## config.mk

```make
export PLATFORM = sky130hd
export DESIGN_NAME = alu_operand_regfile
export DESIGN_NICKNAME = d
export VERILOG_FILES = /design/src/rtl/alu_operand_regfile.sv
export SDC_FILE = /design/constraint.sdc
export NUM_CORES = 1
export LEC_CHECK = 0
export CORE_ASPECT_RATIO = 1.75
export CORE_MARGIN = 2
export CORE_UTILIZATION = 55
export DETAILED_ROUTE_END_ITERATION = 6
export HOLD_SLACK_MARGIN = 0.08
export PLACE_DENSITY = 0.93
export SLEW_MARGIN = 30
export SYNTH_ARGS = -nofsm -noshare
export SYNTH_HDL_FRONTEND = slang
export SYNTH_SLANG_ARGS = --single-unit
```

## constraint.sdc

```tcl
create_clock -name clk -period 2.96 [get_ports clk]
set_input_delay 0.888 -clock clk [delete_from_list [all_inputs] [get_ports clk]]
set_output_delay 0.888 -clock clk [all_outputs]
set_load 0.02 [all_outputs]
```

## src/rtl/alu_operand_regfile.sv

```systemverilog
// Register file and registered operand-issue stage feeding the ALU, with write-first bypass.
// Optional per-register busy scoreboard and Hazard flag enabled by REGFILE_SCOREBOARD_EN.
module alu_operand_regfile #(
    parameter int DATA_WIDTH = 16,
    parameter int ADDR_WIDTH = 2
) (
    input  logic                  clk,
    input  logic                  rst_n,
    input  logic                  read_en,
    input  logic                  stall,
    input  logic [ADDR_WIDTH-1:0] read_addr1,
    input  logic [ADDR_WIDTH-1:0] read_addr2,
    input  logic                  write_en,
    input  logic [ADDR_WIDTH-1:0] write_addr,
    input  logic [DATA_WIDTH-1:0] write_data,
    output logic [DATA_WIDTH-1:0] operand_a,
    output logic [DATA_WIDTH-1:0] operand_b,
    output logic                  op_valid,
    output logic                  hazard,
    input  logic                  reserve_en,
    input  logic [ADDR_WIDTH-1:0] reserve_addr
);
    localparam int NUM_REGS = 2 ** ADDR_WIDTH;

    logic [DATA_WIDTH-1:0] regs [NUM_REGS];
    logic                  write_hit;
    logic                  issue;
    logic                  refuse;
    logic [DATA_WIDTH-1:0] rd_a;
    logic [DATA_WIDTH-1:0] rd_b;

    assign write_hit = write_en && (write_addr != '0);
    assign issue     = read_en && !stall;

    // regs[0] is never written, so reads of R0 return zero without a special case.
    always_ff @(posedge clk or negedge rst_n) begin
        if (!rst_n) begin
            for (int i = 0; i < NUM_REGS; i++) regs[i] <= '0;
        end else begin
            regs[0] <= '0;
            for (int i = 1; i < NUM_REGS; i++) begin
                if (write_hit && (write_addr == ADDR_WIDTH'(i))) regs[i] <= write_data;
            end
        end
    end

    always_comb begin
        rd_a = regs[read_addr1];
        rd_b = regs[read_addr2];
        if (write_hit && (write_addr == read_addr1)) rd_a = write_data;
        if (write_hit && (write_addr == read_addr2)) rd_b = write_data;
    end

`ifdef REGFILE_SCOREBOARD_EN
    logic [NUM_REGS-1:0] busy;
    logic                hazard_q;
    logic                busy_a;
    logic                busy_b;

    // Reserve beats a same-edge write so a new producer keeps ownership.
    always_ff @(posedge clk or negedge rst_n) begin
        if (!rst_n) begin
            busy <= '0;
        end else begin
            for (int i = 1; i < NUM_REGS; i++) begin
                if (reserve_en && (reserve_addr == ADDR_WIDTH'(i))) busy[i] <= 1'b1;
                else if (write_hit && (write_addr == ADDR_WIDTH'(i))) busy[i] <= 1'b0;
            end
            busy[0] <= 1'b0;
        end
    end

    assign busy_a = busy[read_addr1] && !(write_hit && (write_addr == read_addr1));
    assign busy_b = busy[read_addr2] && !(write_hit && (write_addr == read_addr2));
    assign refuse = busy_a || busy_b;

    always_ff @(posedge clk or negedge rst_n) begin
        if (!rst_n) hazard_q <= 1'b0;
        else        hazard_q <= issue && refuse;
    end

    assign hazard = hazard_q;
`else
    logic unused_reserve;
    assign unused_reserve = &{1'b0, reserve_en, reserve_addr};
    assign refuse = 1'b0;
    assign hazard = 1'b0;
`endif

    always_ff @(posedge clk or negedge rst_n) begin
        if (!rst_n) begin
            operand_a <= '0;
            operand_b <= '0;
            op_valid  <= 1'b0;
        end else if (issue && !refuse) begin
            operand_a <= rd_a;
            operand_b <= rd_b;
            op_valid  <= 1'b1;
        end else if (!stall) begin
            op_valid <= 1'b0;
        end
    end

endmodule

```

==> impl_metrics.ini, run 1 <==
[hold_path]
hold_path_class = register to register

[clock_tree]
cts-hold-fix-buffers = 0
root_buffer = clkbuf_16
postCtsResizedCells = 0
htree_levels = 3
clk_pin_slew_ns = 0.06
cts_tree = done
insertion_delay_ns = 0.34
cts_buffers = 9
clockBufferDepth = 2
cts_setup_buffers = 0
cts_sinks = 81

[drt]
drt_wl_total_um = 10600
vias = 3120
drc = 0
viasPerCell = 6.41
ant_nets = 0
drt_iter0_markers = 181
drtPass1Iterations = 4
routedWlPerCell_um = 21.8

[cells_and_area]
drive_gt1_frac = 0.339
regArea_um2 = 2030
multi_input_area_um2 = 1930
nets = 427
areaGrowthSynthToFinish_pct = 23.6
n_fill_cell = 499
insertedDiodeCount = 0

[setup_path]
crit_buf_inv = 1
crit_path_end_kind = register
path_max_fanout = 16
path_class = primary input to register
max_stage_delay_ns = 0.61
worstPathCellList = clkdlybuf4s50_1, and4bb_4, a22o_4, a221oi_1, o21ai_0
required_ns = 3.17
slowest_stage = clkdlybuf4s50_1
crit_family = compound AO/OA/AOI/OAI gates
cp-start-kind = primary input
arrival_ns = 2.65

[timing]
slew_violations = 0
fin_ws_ns = 0.523
layout_min_cycle_time_ns = 2.44
fin_skew_ns = 0.00428
hold_viol_final = 0
min_period_over_period = 0.823
setup_viol = 0
rsz0062_at_grt = false
tns_ns = 0
tightest_slew_ns = 0.604
max_freq_mhz = 410
slew_headroom = 0.596

[placed_design]
place_ws_ns = 0.0459
gp_congestion = 0.850
dp_hpwl_um = 6480
port_buffers = 59

[synth]
syn-num-nets = 371
yosysTopAreaCell = dfrtp_1
synth_edf_count = 0
syn_area_um2 = 4120
ys_types = 30
syn_inst = 341
synth_top_cell_area_share = 0.492
ys_seq_area_frac = 0.492
synthArstFlopShare = 1.00
synth_flop_cell = dfrtp_1
ys_warn_count = 0
synthTopCellsByArea = dfrtp_1 (49%), mux2_2 (22%), a221oi_2 (6.9%)
synth.avg_cell_area_um2 = 12.1
ys_seq_elements = 81

[floorplanning]
rows = 41
design.core.area_um2 = 7230
die_y_um = 119
pin_count = 64
die_x_um = 69.4
start_util = 0.570
dieArea_um2 = 8230

[run]
max_cap_violations = 0

[global_routing]
grt_pass1_vias = 3475
grt_max_degree = 82
grt_pass1_wl_um = 17500
antenna_found_initial = 0
track_usage = 0.271
overflow = 0

[power]
leakage_uw = 0.00208
irDropWorstVdd_v = 0.000475
powerDensity_nw_per_um2 = 684

[run_status]
status = complete, no violations
## cell type report
type,count,area share
Clock buffer,10,0.0469
Clock inverter,5,0.0111
Inverter,1,0.000737
Multi-Input combinational cell,230,0.380
Sequential cell,81,0.398
Tap cell,86,0.0211
Timing Repair Buffer,74,0.142
## cells by family (layout without fill, tap and decap cells)
group / after synthesis / count (layout) / share of synthesized area
DFF: 81 / 81 / 0.492
AOI/OAI and AO/OA: 101 / 101 / 0.192
muxes: 80 / 80 / 0.218
buffers and inverters: 30 / 90 / 0.0401
and+or+nand+nor: 46 / 46 / 0.0531
other: 1 / 1 / 0.000910
xor gates and xnor gates: 2 / 2 / 0.00425
## metrics by stage
| step | area [um^2] | utilization | cells | total power, uW | hold slack, ns |
|---|---|---|---|---|---|
| detailed placement | 4790 | 0.663 | 472 | 2370 | 0.474 |
| global placement | 4790 | 0.663 | 472 | 2320 | 0.467 |
| CTS | 5090 | 0.704 | 487 | 3490 | 0.488 |
| finish | 5090 | 0.704 | 487 | 3480 | 0.481 |
| floorplan | 4120 | - | 341 | 2000 | 0.491 |
| global route | 5090 | 0.704 | 487 | 3610 | 0.521 |
## cells in the mapped netlist, types with 6 or more instances
| master | instances |
|---|---|
| dfrtp_1 | 81 |
| mux2_2 | 79 |
| o21ai_0 | 43 |
| nand2_1 | 34 |
| o21ai_1 | 21 |
| a221oi_2 | 19 |
| a221oi_1 | 12 |
| buf_2 | 11 |
| clkbuf_1 | 8 |
| buf_4 | 6 |
## layout by cell type (no fill, tap or decap), types with 9 or more instances in the layout
master / n
dfrtp_1: 81
mux2_2: 79
clkdlybuf4s50_1: 58
o21ai_0: 43
nand2_1: 34
o21ai_1: 21
a221oi_2: 19
buf_4: 14
a221oi_1: 12
clkbuf_16: 9
## where the power goes
group	internal, uW	switching (uW)
registers	1320	159
clock network	669	438
logic	471	425
## worst min-delay path: cells and delay by family (launching register included)
kind	cells	cell delay, ns
AOI/OAI and AO/OA	1	0.06
DFF	1	0.34
and+or+nand+nor	1	0.05
## metal layers
metal,global-route usage,routed length [um],vias to the layer above
met5,0,0,-
met4,0.158,233,0
met3,0.0477,648,20
met2,0.469,5720,143
met1,0.309,4020,1574
li1,-,-,1383
## sequential cells by signal, summed over array words and instances, names as in the netlist
name and count:
operand_a 16, op_valid 1, operand_b 16, regs 48
## worst paths after layout
| kind | start | to | slack (ns) | depth (start not counted) |
|---|---|---|---|---|
| min in group asynchronous | rst_n | operand_a[6]$_DFFE_PN0P_ | 0.56 | 2 |
| max | write_addr[0] | operand_b[15]$_DFFE_PN0P_ | 0.52 | 5 |
| min reg2reg | operand_a[11]$_DFFE_PN0P_ | operand_a[11]$_DFFE_PN0P_ | 0.48 | 2 |
| max in group asynchronous | rst_n | operand_b[11]$_DFFE_PN0P_ | 2.04 | 2 |
| min | operand_a[11]$_DFFE_PN0P_ | operand_a[11]$_DFFE_PN0P_ | 0.48 | 2 |
| max reg2reg | regs[47]$_DFFE_PN0P_ | operand_b[15]$_DFFE_PN0P_ | 1.69 | 3 |
(Power assumes the default switching activity.)
==> run 2: changes to the inputs <==
- CORE_UTILIZATION: 55 -> 49
- PLACE_DENSITY: 0.93 -> 0.89
- clock period: 2.96 -> 2.1 ns (I/O delays scaled with it)
==> impl_metrics.ini, run 2 (synthesis results as in run 1) <==
[clock_tree]
insertion_delay_ns = 0.34
clk_pin_slew_ns = 0.06
htree_levels = 3
cts_buffers = 9
root_buffer = clkbuf_16
clockBufferDepth = 2
cts_sinks = 81
cts_tree = done

[timing]
hold_viol_final = 0
tightest_slew_ns = 0.506
min_period_over_period = 0.989
max_freq_mhz = 482
rsz0062_at_grt = false
fin_skew_ns = 0.00371
slew_violations = 0
slew_headroom = 0.662
setup_viol = 0
layout_min_cycle_time_ns = 2.08

[power]
irDropWorstVdd_v = 0.000587
powerDensity_nw_per_um2 = 925
leakage_uw = 0.00225

[global_routing]
grt_pass1_wl_um = 18200
track_usage = 0.264
grt_max_degree = 40
grt_pass1_vias = 3579
overflow = 0
antenna_found_initial = 0

[floorplanning]
start_util = 0.499
die_x_um = 73.3
design.core.area_um2 = 8260
pin_count = 64
rows = 44
die_y_um = 125
dieArea_um2 = 9190

[cells_and_area]
nets = 449
final_common_cell = dfrtp_1
mostFrequentLayoutCells = dfrtp_1 (81), mux2_2 (79), clkdlybuf4s50_1 (56)
regMostFlops = regs
drive_gt1_frac = 0.375
reg.largest.list = regs: 48 flops, operand_a: 16 flops, operand_b: 16 flops
insertedDiodeCount = 0
n_fill_cell = 574
largest_reg_flops = 48
areaGrowthSynthToFinish_pct = 30.8
fin_area_um2 = 5390
fin_util = 0.653

[drt]
drt_wl_total_um = 11600
drtPass1Iterations = 4
drt_iter0_markers = 270
routedWlPerCell_um = 22.4
drc = 0
viasPerCell = 6.40
ant_nets = 0
vias = 3302

[placed_design]
dp_hpwl_um = 7500
port_buffers = 59
gp_congestion = 0.885
placed_area_um2 = 5040

[setup_path]
path_max_fanout = 14
cp-start-kind = primary input
crit_path_end_kind = register
cp-startpoint = write_en
reg2reg_from = regs[1]$_DFFE_PN0P_
required_ns = 2.31
path_class = primary input to register
arrival_ns = 2.28

[run_status]
status = complete, no violations

[run]
max_cap_violations = 0

[hold_path]
hold_path_class = primary input to async pin
-- run 2: cell types whose count changed in the layout (fill, tap and decap cells not counted), moves of 2 or more --
cell | before | now
dlymetal6s2s_1 | 0 | 2
a221oi_1 | 12 | 10
clkdlybuf4s50_1 | 58 | 56
buf_12 | 2 | 10
buf_4 | 14 | 27
clkbuf_1 | 0 | 3
a221oi_2 | 19 | 21
-- run 2: metrics by stage --
stage	hold WS, ns	std cells	total power, uW	TNS [ns]	worst slack [ns]
after global routing	0.292	516	5180	0	0.00492
final	0.256	516	4990	0	0.0234
after global placement	0.467	498	3330	-9.88	-0.303
after floorplan	0.334	341	2820	0	0.304
after detailed placement	0.475	498	3410	-13.74	-0.428
after CTS	0.275	514	4970	0	0.00783
-- run 2: area by class of cell --
| cell class | count | area [um^2] | area share |
|---|---|---|---|
| clock buffer | 13 | 250 | 0.0464 |
| clock inverter | 3 | 40.0 | 0.00743 |
| inverter | 1 | 3.75 | 0.000697 |
| multi-input combinational | 230 | 1950 | 0.362 |
| sequential | 81 | 2030 | 0.376 |
| tap | 92 | 115 | 0.0214 |
| timing repair buffer | 96 | 1000 | 0.186 |
-- run 2: report_power, final --
| part | internal, uW | total [uW] | switching, uW |
|---|---|---|---|
| Combinational | 712 | 1340 | 627 |
| Sequential | 1860 | 2090 | 229 |
| Clock | 950 | 1560 | 605 |
-- run 2: final timing paths --
kind                                       endpoint  slack [ns]  depth (start not counted)
setup reg to reg           operand_b[1]$_DFFE_PN0P_        0.82                          3
max in group asynchronous      regs[45]$_DFFE_PN0P_        1.23                          2
hold / removal                 regs[10]$_DFFE_PN0P_        0.26                          1
min in group clk           operand_b[8]$_DFFE_PN0P_        0.48                          2
setup / recovery           operand_b[1]$_DFFE_PN0P_        0.02                          5
hold reg to reg            operand_b[8]$_DFFE_PN0P_        0.48                          2
-- run 2: routing by layer --
layer  part of all wire  track usage  vias to the layer above
li1                   -            -                     1441
met5                  0            0                        -
met4              0.050        0.196                        0
met3              0.057       0.0548                       47
met2               0.54        0.444                      154
met1               0.35        0.279                     1660
-- run 2: timing repair --
action / in CTS / in global routing
pin swaps: 0 / 1
gates resized for setup: 1 / 7
buffers inserted: 0 / 2
hold buffers: 0 / 0
endpoints found under the hold margin: 0 / 0
endpoints found under the setup margin: 1 / 18
-- run 2: critical path: stages --
cell	delay (ns)
clkdlybuf4s50_1	0.56
and3_1	0.31
a22o_4	0.34
a221oi_2	0.27
o21ai_0	0.16
==> run 3: changes to the inputs <==
- ABC_CLOCK_PERIOD_IN_PS: default -> 2100
==> results of run 3 <==
Same layout as run 2: the final DEF is identical, and so are final timing and power.
